$ cat config.mk
export PLATFORM = sky130hd
export DESIGN_NAME = fetch_flush_ctrl
export DESIGN_NICKNAME = d
export VERILOG_FILES = /design/src/rtl/fetch_flush_ctrl_pkg.sv /design/src/rtl/fetch_flush_ctrl_sat_counter.sv /design/src/rtl/fetch_flush_ctrl.sv
export SDC_FILE = /design/constraint.sdc
export NUM_CORES = 1
export LEC_CHECK = 0
export BUFFER_PORTS_ARGS = -buffer_cell sky130_fd_sc_hd__buf_4
export CAP_MARGIN = 10
export CORE_UTILIZATION = 58
export CTS_CLUSTER_SIZE = 16
export DETAILED_ROUTE_END_ITERATION = 12
export GPL_ROUTABILITY_DRIVEN = 0
export HOLD_SLACK_MARGIN = 0.06
export PLACE_DENSITY = 0.83
export SLEW_MARGIN = 15
export SYNTH_ARGS = -nofsm -noshare
export SYNTH_HDL_FRONTEND = slang
export SYNTH_SLANG_ARGS = --single-unit
$ cat constraint.sdc
create_clock -name clk -period 5.4 [get_ports clk]
set_clock_uncertainty 0.05 [all_clocks]
set_input_delay 0.81 -clock clk [delete_from_list [all_inputs] [get_ports clk]]
set_output_delay 0.81 -clock clk [all_outputs]
set_load 0.05 [all_outputs]
$ cat src/rtl/fetch_flush_ctrl_pkg.sv
// ---------------------------------------------------------------------------
// fetch_flush_ctrl_pkg
//
// Shared CPU pipeline-control definitions used by the fetch flush controller
// and the pipeline registers it steers.
//
// Contents:
//   BUBBLE_W         width of the bubble/stall down-counter (covers 1..7 cycles)
//   state_e          fetch control FSM states (RUN, FLUSH, STALL), 2-bit encoded
//   sel_e            which request wins arbitration in a given cycle
//   select_request   priority arbiter: mispredict > jump_req > load_use
// ---------------------------------------------------------------------------
package fetch_flush_ctrl_pkg;

    // Enough bits to hold FLUSH_CYCLES-1 or STALL_CYCLES-1 for lengths up to 7.
    localparam int BUBBLE_W = 3;

    typedef enum logic [1:0] {
        RUN   = 2'b00,
        FLUSH = 2'b01,
        STALL = 2'b10
    } state_e;

    // Select priority constants, highest priority first after SEL_NONE.
    typedef enum logic [1:0] {
        SEL_NONE = 2'b00,
        SEL_BCPU = 2'b01,
        SEL_JUMP = 2'b10,
        SEL_LOAD = 2'b11
    } sel_e;

    // A mispredict is honoured in every state because it redirects the whole
    // front end. Jumps and load-use hazards raised while a flush or stall is
    // already under way come from wrong-path instructions and are dropped.
    function automatic sel_e select_request(
        input logic mispredict,
        input logic jump_req,
        input logic load_use,
        input logic in_run
    );
        sel_e sel;
        sel = SEL_NONE;
        if (mispredict) begin
            sel = SEL_BCPU;
        end else if (in_run && jump_req) begin
            sel = SEL_JUMP;
        end else if (in_run && load_use) begin
            sel = SEL_LOAD;
        end
        return sel;
    endfunction

endpackage

$ cat src/rtl/fetch_flush_ctrl_sat_counter.sv
// ---------------------------------------------------------------------------
// sat_counter
//
// Saturating event counter with synchronous clear.
//
// Ports:
//   clk      rising-edge clock
//   reset_n  asynchronous active-low reset, clears the count
//   inc      count one event this cycle
//   clr      synchronous clear; takes precedence over inc
//   count    current count, sticks at all-ones once reached
// ---------------------------------------------------------------------------
module sat_counter #(
    parameter int CNT_W = 16
) (
    input  logic             clk,
    input  logic             reset_n,
    input  logic             inc,
    input  logic             clr,
    output logic [CNT_W-1:0] count
);

    // Clear beats increment so software can zero the counter even while
    // events keep arriving; the all-ones check prevents wrap-around.
    always_ff @(posedge clk or negedge reset_n) begin
        if (!reset_n) begin
            count <= '0;
        end else if (clr) begin
            count <= '0;
        end else if (inc && (count != {CNT_W{1'b1}})) begin
            count <= count + 1'b1;
        end
    end

endmodule

$ cat src/rtl/fetch_flush_ctrl.sv
// ---------------------------------------------------------------------------
// fetch_flush_ctrl
//
// Fetch-stage flush/stall controller. Turns branch mispredicts, taken jumps
// and load-use hazards into registered wipe/hold controls for the PC and the
// fetch register, and counts redirect events.
//
// Parameters:
//   FLUSH_CYCLES  bubble cycles after a mispredict, including the PC-load cycle (1..7)
//   STALL_CYCLES  fetch-hold cycles per load-use hazard (1..7)
//   CNT_W         width of flush_cnt
//
// Ports:
//   clk         rising-edge clock
//   reset_n     asynchronous active-low reset
//   mispredict  BranchCPU reports wrong-path fetch
//   jump_req    BJComp reports a taken jump
//   load_use    decode reports a load-use hazard
//   ctr_clr     synchronous clear of flush_cnt
//   bcpu_wipe   load BranchCPU PC and inject a NOP into the fetch register
//   jump_wipe   load the jump address, keep the fetched instruction
//   wipe        inject a NOP, keep the current PC
//   wake        1 = fetch register and PC advance, 0 = hold
//   busy        1 whenever the controller is not in RUN
//   flush_cnt   saturating count of accepted mispredicts plus jumps
// ---------------------------------------------------------------------------
module fetch_flush_ctrl
    import fetch_flush_ctrl_pkg::*;
#(
    parameter int FLUSH_CYCLES = 2,
    parameter int STALL_CYCLES = 1,
    parameter int CNT_W        = 16
) (
    input  logic             clk,
    input  logic             reset_n,
    input  logic             mispredict,
    input  logic             jump_req,
    input  logic             load_use,
    input  logic             ctr_clr,
    output logic             bcpu_wipe,
    output logic             jump_wipe,
    output logic             wipe,
    output logic             wake,
    output logic             busy,
    output logic [CNT_W-1:0] flush_cnt
);

    // The entry cycle of a flush or stall is itself one of the bubbles, so
    // the counter is loaded with the number of bubbles still to follow.
    localparam logic [BUBBLE_W-1:0] FLUSH_RELOAD = BUBBLE_W'(FLUSH_CYCLES - 1);
    localparam logic [BUBBLE_W-1:0] STALL_RELOAD = BUBBLE_W'(STALL_CYCLES - 1);

    state_e                state;
    state_e                state_n;
    logic [BUBBLE_W-1:0]   bubble_cnt;
    logic [BUBBLE_W-1:0]   bubble_cnt_n;
    logic                  bcpu_wipe_n;
    logic                  jump_wipe_n;
    logic                  wipe_n;
    logic                  wake_n;
    logic                  busy_n;
    logic                  event_inc;
    sel_e                  sel;

    // State and every control output are registered together, so a request
    // sampled on one edge shows up on the outputs right after that edge.
    always_ff @(posedge clk or negedge reset_n) begin
        if (!reset_n) begin
            state      <= RUN;
            bubble_cnt <= '0;
            bcpu_wipe  <= 1'b0;
            jump_wipe  <= 1'b0;
            wipe       <= 1'b0;
            wake       <= 1'b1;
            busy       <= 1'b0;
        end else begin
            state      <= state_n;
            bubble_cnt <= bubble_cnt_n;
            bcpu_wipe  <= bcpu_wipe_n;
            jump_wipe  <= jump_wipe_n;
            wipe       <= wipe_n;
            wake       <= wake_n;
            busy       <= busy_n;
        end
    end

    // Next-state and next-output logic. Only one arbitration winner can be
    // chosen per cycle, which keeps the three wipe controls mutually
    // exclusive. With no winner, FLUSH and STALL keep wiping while the
    // counter is non-zero and fall back to RUN once it has run out.
    always_comb begin
        state_n      = state;
        bubble_cnt_n = bubble_cnt;
        bcpu_wipe_n  = 1'b0;
        jump_wipe_n  = 1'b0;
        wipe_n       = 1'b0;
        event_inc    = 1'b0;

        sel = select_request(mispredict, jump_req, load_use, state == RUN);

        unique case (sel)
            SEL_BCPU: begin
                bcpu_wipe_n  = 1'b1;
                event_inc    = 1'b1;
                bubble_cnt_n = FLUSH_RELOAD;
                state_n      = (FLUSH_CYCLES > 1) ? FLUSH : RUN;
            end
            SEL_JUMP: begin
                jump_wipe_n = 1'b1;
                event_inc   = 1'b1;
                state_n     = RUN;
            end
            SEL_LOAD: begin
                wipe_n       = 1'b1;
                bubble_cnt_n = STALL_RELOAD;
                state_n      = STALL;
            end
            default: begin
                if (state != RUN) begin
                    if (bubble_cnt != '0) begin
                        wipe_n       = 1'b1;
                        bubble_cnt_n = bubble_cnt - 1'b1;
                    end else begin
                        state_n = RUN;
                    end
                end
            end
        endcase

        wake_n = (state_n != STALL);
        busy_n = (state_n != RUN);
    end

    sat_counter #(
        .CNT_W (CNT_W)
    ) u_flush_counter (
        .clk     (clk),
        .reset_n (reset_n),
        .inc     (event_inc),
        .clr     (ctr_clr),
        .count   (flush_cnt)
    );

endmodule
==> flow_summary.yaml, run 1 <==
run_status:
  status: "finished, final reports clean"
global_route:
  use_met3_pct: 2.92
  grt_pass1_vias: 1174
  grt_pass1_wl_mm: 5.11
  grt_use_met1_pct: 34.9
  overflow: 0
  grt_max_degree: 27
  grt.busiest_layer: "met2"
  grtUsageTotal_pct: 26.1
  met2_usage_pct: 42.0
  antenna_found_initial: 0
worst_setup_path:
  reg2reg_to: "u_flush_counter.count[10]"
  critical_path.max_fanout: 6
  worst-r2r-cell-count: 7
  crit_type: "in -> reg"
  cp-end-kind: "flip-flop"
  startpoint_type: "input pin"
  critPathLaunch: "mispredict"
  r2r_slack_ps: 2730
  cp.required_ps: 5630
  crit_arrival_ps: 3070
  crit-reg2reg-launch: "state[0]"
synthesis:
  synth_area_um2: 1420
  synth_top_area_share_pct: 44.0
  synthFlopType: "dfrtp_1"
  synthDistinctLibCells: 31
  synth.net_count: 161
  synth_largest_area_cell: "dfrtp_1"
  ys_top_cells_by_area: "dfrtp_1 44%, ha_1 6.2%, a21oi_1 4.6%"
  yosys-top-cells-count: "25 x dfrtp_1, 13 x a21oi_1, 13 x nand2_1"
  ys_seq_area_share_pct: 45.8
  synth.ff_latch_count: 26
  synth_area_per_cell_um2: 9.61
  synth.most_common_cell: "dfrtp_1"
  syn_inst: 148
  synth-async-reset-ratio_pct: 100
  synth.yosys.warnings: 0
  synth_edf_count: 0
clock_tree:
  clk_latency_ps: 330
  cts_hold_buf: 0
  clk_path_buf_depth: 2
  cts.repair.resized: 0
  cts_buffers: 3
  cts.clk_slew.worst_paths_ps: 160
  post-cts-setup-buffer-count: 0
  cts_tree: "done"
  root_buffer: "clkbuf_4"
  cts.sinks: 26
  htree_num_levels: 1
floorplan:
  start_util_pct: 63.1
  core-area_um2: 2250
  io_pins: 27
  die_area_um2: 2650
  die_w_um: 51.5
  die_h_um: 51.5
  row_count: 17
route:
  drc: 0
  first_pass_iters: 5
  wl_mm: 3.02
  ant_nets: 0
  drtIter0Drc: 56
  vias: 1254
  viasPerCell: 6.18
  wl_per_cell_um: 14.9
place:
  dp_hpwl_mm: 2.24
  port_buffers: 26
power:
  power_density_nw_per_um2: 325
  vdd_drop_max_mv: 0.260
  power_leakage_uw: 0.000762
run:
  maxCapViolations: 0
sta:
  rsz0062_at_grt: "no"
  fin_crit_sh_pct: 52.6
  setup_viol: 0
  worstMarginPinSlew_ps: 814
  relSlewSlack_pct: 45.2
  fmax_ghz: 0.352
  finalHoldWorstSlack_ps: 294
  finalSetupTns_ps: 0
  finalHoldViolCount: 0
  drv_slew: 0
  period_needed_ps: 2840
finish:
  diodes: 0
  final_net_count: 189
  syn_to_final_growth_pct: 18.4
  fin_util_pct: 74.7
  drive_gt1_share_pct: 24.0
min_path:
  holdCritPathClass: "in -> async"
## stage by stage
step | cells | setup WS (ps) | total power, uW | instance area (um2)
2_1_floorplan | 148 | 2500 | 362 | 1420
3_3_place_gp | 199 | 2340 | 404 | 1630
3_5_place_dp | 199 | 2210 | 414 | 1630
4_1_cts | 203 | 2560 | 545 | 1680
5_1_grt | 203 | 2370 | 571 | 1680
6_report | 203 | 2560 | 547 | 1680
## where the power goes
part | switching (uW) | internal (uW)
Sequential | 17.7 | 221
Clock | 60.9 | 75.1
Combinational | 112 | 60.2
Total | 191 | 356
## cell type report
cell class	instances	area, um2
inverters	10	37.5
flip-flops and latches	26	652
repair buffers	26	195
fillers	180	571
clock buffers	3	22.5
well taps	28	35.0
multi-input cells	109	712
clock inverters	1	30.0
## cell families (layout without fill, tap and decap cells)
group                      Yosys count  in the layout  share of synthesized area (%)
adders and majority gates            7              7                           6.16
muxes                                5              5                           3.78
and+or+nand+nor                     63             63                           26.2
AOI/OAI and AO/OA                   34             34                           13.9
DFF                                 26             26                           45.8
buffers and inverters               13             40                           4.13
## registers in the layout, indices dropped and copies added (netlist names)
name / count
bcpu_wipe: 1
wake: 1
u_flush_counter.count: 16
wipe: 1
busy: 1
state: 2
jump_wipe: 1
bubble_cnt: 3
## per-layer routing
layer / part of all wire (%) / routed length (um) / up-vias
li1: - / - / 596
met1: 46 / 1400 / 593
met2: 46 / 1390 / 52
met3: 5.1 / 154 / 13
met4: 2.8 / 85 / 0
met5: 0 / 0 / -
## cell usage in the layout, fill, tap and decap left out, drive strengths merged, types with 6 or more instances in the layout
cell type / n
buf: 26
dfrtp: 25
a21oi: 13
nand2: 13
o21ai: 11
inv: 10
or3: 10
nand4: 8
nor2b: 7
ha: 7
nor2: 6
o31ai: 6
## worst max path at each step
stage	end	slack, ps	cells past startpoint
floorplan	u_flush_counter.count[7]	2500	9
global placement	u_flush_counter.count[10]	2340	9
detailed placement	u_flush_counter.count[10]	2210	8
CTS	u_flush_counter.count[10]	2560	8
global route	u_flush_counter.count[10]	2370	9
finish	u_flush_counter.count[10]	2560	8
## worst max-delay path: stages
cell	delay, ps
buf_4	120
nor3_1	250
o21ai_0	220
ha_1	400
nand2_1	130
or3_2	490
or4_1	500
a21oi_1	150
Note: power is estimated with default switching activity, not from simulation.
==> run 2: changes to the inputs <==
Settings changed: CORE_UTILIZATION 58 to 54, PLACE_DENSITY 0.83 to 0.78.
Clock period 5.4 ns to 2.8 ns, I/O delays scaled along.
==> run 2 against run 1 <==
Flip-flop and latch count unchanged. Global-route usage fell by 3.1 points. Utilization shrank 6.3 points. Non-clock buffer count grew 3. Sequential share of layout area shrank 0.26 points. Clock power up 40%. Worst setup slack worse by 2300 ps. Count of clock-buffer cells in the layout grew 1. Die area is 7.1% higher. Register-to-register slack lost 2500 ps. Critical path depth decreased by 1. Design area is 0.67% higher. Critical path type is now reg -> reg. Largest cell class unchanged. Largest power group unchanged. Highest routed layer unchanged.
==> flow_summary.yaml, run 2 (synthesis gave the netlist of run 1 again) <==
power:
  vdd_drop_max_mv: 0.414
  swShare_pct: 36.4
  power_leakage_uw: 0.000770
  pwr-share-comb_pct: 33.8
  power_density_nw_per_um2: 579
  p_int_uw: 624
  power_frac_clock_pct: 19.5
  power.total_uw: 982
  power_frac_seq_pct: 46.7
  switching_power_uw: 358
worst_setup_path:
  critical_path.max_fanout: 6
  cp.required_ps: 3010
  crit-reg2reg-launch: "state[0]"
  cp-end-kind: "flip-flop"
  startpoint_type: "flip-flop"
  r2r_slack_ps: 240
  crit_arrival_ps: 2770
  worst-r2r-cell-count: 7
  reg2reg_to: "u_flush_counter.count[10]"
  crit_type: "reg -> reg"
clock_tree:
  post-cts-setup-buffer-count: 0
  cts.clk_slew.worst_paths_ps: 140
  cts.sinks: 26
  cts_buffers: 3
  htree_num_levels: 1
  cts_tree: "done"
  root_buffer: "clkbuf_4"
  clk_path_buf_depth: 2
  clk_latency_ps: 320
finish:
  diodes: 0
  fin_util_pct: 68.4
  drive_gt1_share_pct: 24.7
  mostFrequentLayoutCell: "buf_4"
  syn_to_final_growth_pct: 19.2
  final_net_count: 192
  top_register: "u_flush_counter.count"
  top_regs: "u_flush_counter.count x16, bubble_cnt x3, state x2"
  largest_reg_flops: 16
  layout_common_cells: "28 x buf_4, 25 x dfrtp_1, 13 x a21oi_1, 13 x nand2_1"
min_path:
  hold_start: "ctr_clr"
  min_to: "u_flush_counter.count[2]"
  hold_depth: 2
  holdCritPathClass: "in -> reg"
sta:
  drv_slew: 0
  relSlewSlack_pct: 54.1
  worstMarginPinSlew_ps: 682
  fin_crit_sh_pct: 91.3
  finalHoldWorstSlack_ps: 335
  finalHoldViolCount: 0
  period_needed_ps: 2560
  fmax_ghz: 0.391
  rsz0062_at_grt: "no"
  setup_viol: 0
  finalSetupTns_ps: 0
global_route:
  grtUsageTotal_pct: 23.0
  grt_pass1_vias: 1117
  grt_pass1_wl_mm: 4.69
  overflow: 0
  grt_max_degree: 27
  antenna_found_initial: 0
route:
  vias: 1268
  first_pass_iters: 4
  ant_nets: 0
  viasPerCell: 6.10
  drtIter0Drc: 41
  wl_mm: 2.87
  wl_per_cell_um: 13.8
  drc: 0
floorplan:
  die_w_um: 53.3
  row_count: 18
  start_util_pct: 57.4
  io_pins: 27
  die_area_um2: 2840
  die_h_um: 53.3
  core-area_um2: 2480
run:
  maxCapViolations: 0
run_status:
  status: "finished, final reports clean"
place:
  dp_hpwl_mm: 2.13
  port_buffers: 26
## run 2: cell count changes in the layout (fill, tap and decap cells not counted), sizes merged
cell / before / now
buf: 26 / 28
bufinv: 1 / 0
clkbuf: 3 / 4
dlygate4sd3: 0 / 1
## run 2: worst max-delay path by stage
stage	start	end	cells past startpoint	slack, ps
6_report	state[0]	u_flush_counter.count[10]	7	240
5_1_grt	state[0]	u_flush_counter.count[10]	7	70
4_1_cts	state[0]	u_flush_counter.count[10]	7	180
3_5_place_dp	mispredict	u_flush_counter.count[10]	8	50
3_3_place_gp	mispredict	u_flush_counter.count[10]	8	140
2_1_floorplan	load_use	u_flush_counter.count[7]	9	290
## run 2: through the flow
stage	std cells	worst slack, ps	instance area (um2)
2_1_floorplan	148	289	1420
3_3_place_gp	203	140	1650
3_5_place_dp	203	53.6	1650
4_1_cts	208	183	1700
5_1_grt	208	72.2	1700
6_report	208	245	1700
## run 2: worst max-delay path, stage by stage, from the launching register on
cell	delay, ps
dfrtp_1	440
nor3_1	230
o21ai_1	160
ha_1	380
nand2_1	120
or3_2	480
or4_1	480
a21oi_1	150
## run 2: power by group through the flow
stage | registers [uW] | logic [uW] | clock network (uW)
2_1_floorplan | 549 | 148 | 0
3_3_place_gp | 464 | 317 | 0
3_5_place_dp | 467 | 332 | 0
4_1_cts | 460 | 335 | 196
5_1_grt | 467 | 365 | 214
6_report | 459 | 332 | 191
## run 2: layout make-up
class	instances	area [um2]
clock buffer	4	36.3
fill	211	782
inverter	10	37.5
multi-input combinational	109	712
sequential	26	652
tap	30	37.5
timing repair buffer	29	220
## run 2: metal layers
layer  GRT usage, %  up-vias  wire [um]
met4           10.1        0         47
met1           27.5      601       1180
met2           40.6       52       1500
li1               -      608          -
met3           2.59        7        149
met5              0        -          0
## run 2: timing repair
item                                    in CTS  in global routing
resized for setup                            0                  1
endpoints found under the setup margin       0                  1
hold buffers                                 1                  0
hold endpoints to repair                    25                  0
==> run 3: changes to the inputs <==
Settings changed: PLACE_DENSITY 0.78 to default, PLACE_DENSITY_LB_ADDON from default to 0.1.
==> run 3 against run 2 <==
Count of clock-buffer cells in the layout is 1 lower. Total power is 7.3% higher. Critical path depth stayed put. Via count is 0.63% lower. Design area is 0.96% higher. First-iteration DRC count is 15% lower. Sequential power hardly changed. Utilization is 0.66 points higher. Clock power is 36% higher. Maximum frequency is 4.5% lower. Die area stayed put. Flip-flop and latch count stayed put.
==> flow_summary.yaml, run 3 (synthesis gave the netlist of run 1 again) <==
run_status:
  status: "finished, final reports clean"
place:
  place_ws_ps: 5.29
  dp_hpwl_mm: 2.14
  port_buffers: 26
finish:
  syn_to_final_growth_pct: 20.3
  largest_reg_flops: 16
  mostFrequentLayoutCell: "buf_4"
  drive_gt1_share_pct: 24.7
  diodes: 0
  top_regs: "u_flush_counter.count x16, bubble_cnt x3, state x2"
  top_register: "u_flush_counter.count"
  layout_common_cells: "28 x buf_4, 25 x dfrtp_1, 13 x a21oi_1, 13 x nand2_1, 11 x o21ai_0"
  final_net_count: 192
  fill_cells: 188
sta:
  relSlewSlack_pct: 47.8
  worstMarginPinSlew_ps: 775
  fmax_ghz: 0.374
  finalWorstSetupSlack_ps: 124
  finalHoldWorstSlack_ps: 328
  finalSetupTns_ps: 0
  period_needed_ps: 2680
  finalHoldViolCount: 0
  drv_slew: 0
  rsz0062_at_grt: "no"
  setup_viol: 0
  fin_crit_sh_pct: 95.6
run:
  maxCapViolations: 0
floorplan:
  die_h_um: 53.3
  core-area_um2: 2480
  die_area_um2: 2840
  die_w_um: 53.3
  io_pins: 27
  start_util_pct: 57.4
  row_count: 18
clock_tree:
  htree_num_levels: 1
  root_buffer: "clkbuf_4"
  cts_tree: "done"
  cts.clk_slew.worst_paths_ps: 140
  cts_buffers: 3
  clk_path_buf_depth: 2
  cts.repair.resized: 0
  clk_latency_ps: 330
  cts.sinks: 26
route:
  drc: 0
  first_pass_iters: 4
  drtIter0Drc: 35
  viasPerCell: 6.06
  wl_per_cell_um: 14.5
  wl_mm: 3.01
  vias: 1260
  ant_nets: 0
power:
  power_density_nw_per_um2: 616
  power_leakage_uw: 0.000777
  vdd_drop_max_mv: 0.477
worst_setup_path:
  cp.required_ps: 3020
  crit_type: "reg -> reg"
  critical_path.max_fanout: 6
  startpoint_type: "flip-flop"
  critPathLaunch: "state[0]"
  cp-end-kind: "flip-flop"
  crit_arrival_ps: 2890
  crit-reg2reg-launch: "state[0]"
global_route:
  antenna_found_initial: 0
  grtUsageTotal_pct: 23.9
  grt_pass1_wl_mm: 4.85
  grt_max_degree: 27
  overflow: 0
  grt_pass1_vias: 1130
min_path:
  hold_start: "ctr_clr"
  holdCritPathClass: "in -> reg"
## run 3: cell types whose count changed in the layout (fill, tap and decap cells not counted)
cell       change
bufinv_16      +1
o21ai_0        +1
clkbuf_8       -1
o21ai_1        -1
## run 3: cell type report
| class | count | area [um2] | share of cell area [%] |
|---|---|---|---|
| Multi-Input combinational cell | 109 | 712 | 41.6 |
| Timing Repair Buffer | 29 | 220 | 12.9 |
| Clock inverter | 1 | 30.0 | 1.75 |
| Inverter | 10 | 37.5 | 2.19 |
| Tap cell | 30 | 37.5 | 2.19 |
| Sequential cell | 26 | 652 | 38.1 |
| Clock buffer | 3 | 22.5 | 1.32 |
## run 3: per-stage QoR
| step | power, uW | cells | area (um2) | utilization, % |
|---|---|---|---|---|
| 6_report | 1050 | 208 | 1710 | 69.1 |
| 3_3_place_gp | 784 | 202 | 1640 | 66.3 |
| 4_1_cts | 1060 | 207 | 1700 | 68.8 |
| 2_1_floorplan | 697 | 148 | 1420 | - |
| 5_1_grt | 1110 | 208 | 1710 | 69.1 |
| 3_5_place_dp | 796 | 202 | 1640 | 66.3 |
## run 3: routing by layer
metal | global-route usage, % | vias to the layer above | share of wire, %
li1 | - | 604 | -
met1 | 27.7 | 613 | 42
met2 | 44.2 | 39 | 52
met3 | 3.45 | 4 | 4.5
met4 | 7.46 | 0 | 1.1
met5 | 0 | - | 0
## run 3: power by group
part / total (uW) / internal, uW / switching, uW
sequential: 459 / 425 / 33.3
clock: 260 / 145 / 115
combinational: 335 / 122 / 213
total: 1050 / 692 / 362
## run 3: critical path: stages (launching register included)
cell and delay (ps):
dfrtp_1 440, nor3_1 230, o21ai_0 210, ha_1 390, nand2_1 130, or3_2 500
or4_1 480, a21oi_1 170
## run 3: path summary, 6_finish.rpt
check,cells after the start,to,slack (ps)
max in group asynchronous,2,wake,1950
worst min register to register,2,bubble_cnt[1],460
min in group asynchronous,2,u_flush_counter.count[6],460
worst min-delay path,2,u_flush_counter.count[12],330
worst max register to register,7,u_flush_counter.count[10],120
worst max-delay path,7,u_flush_counter.count[10],120
## run 3: timing repair
item	in CTS	in global routing
hold endpoints to repair	25	0
buffers inserted	0	1
hold buffers	1	0
endpoints found under the setup margin	0	1
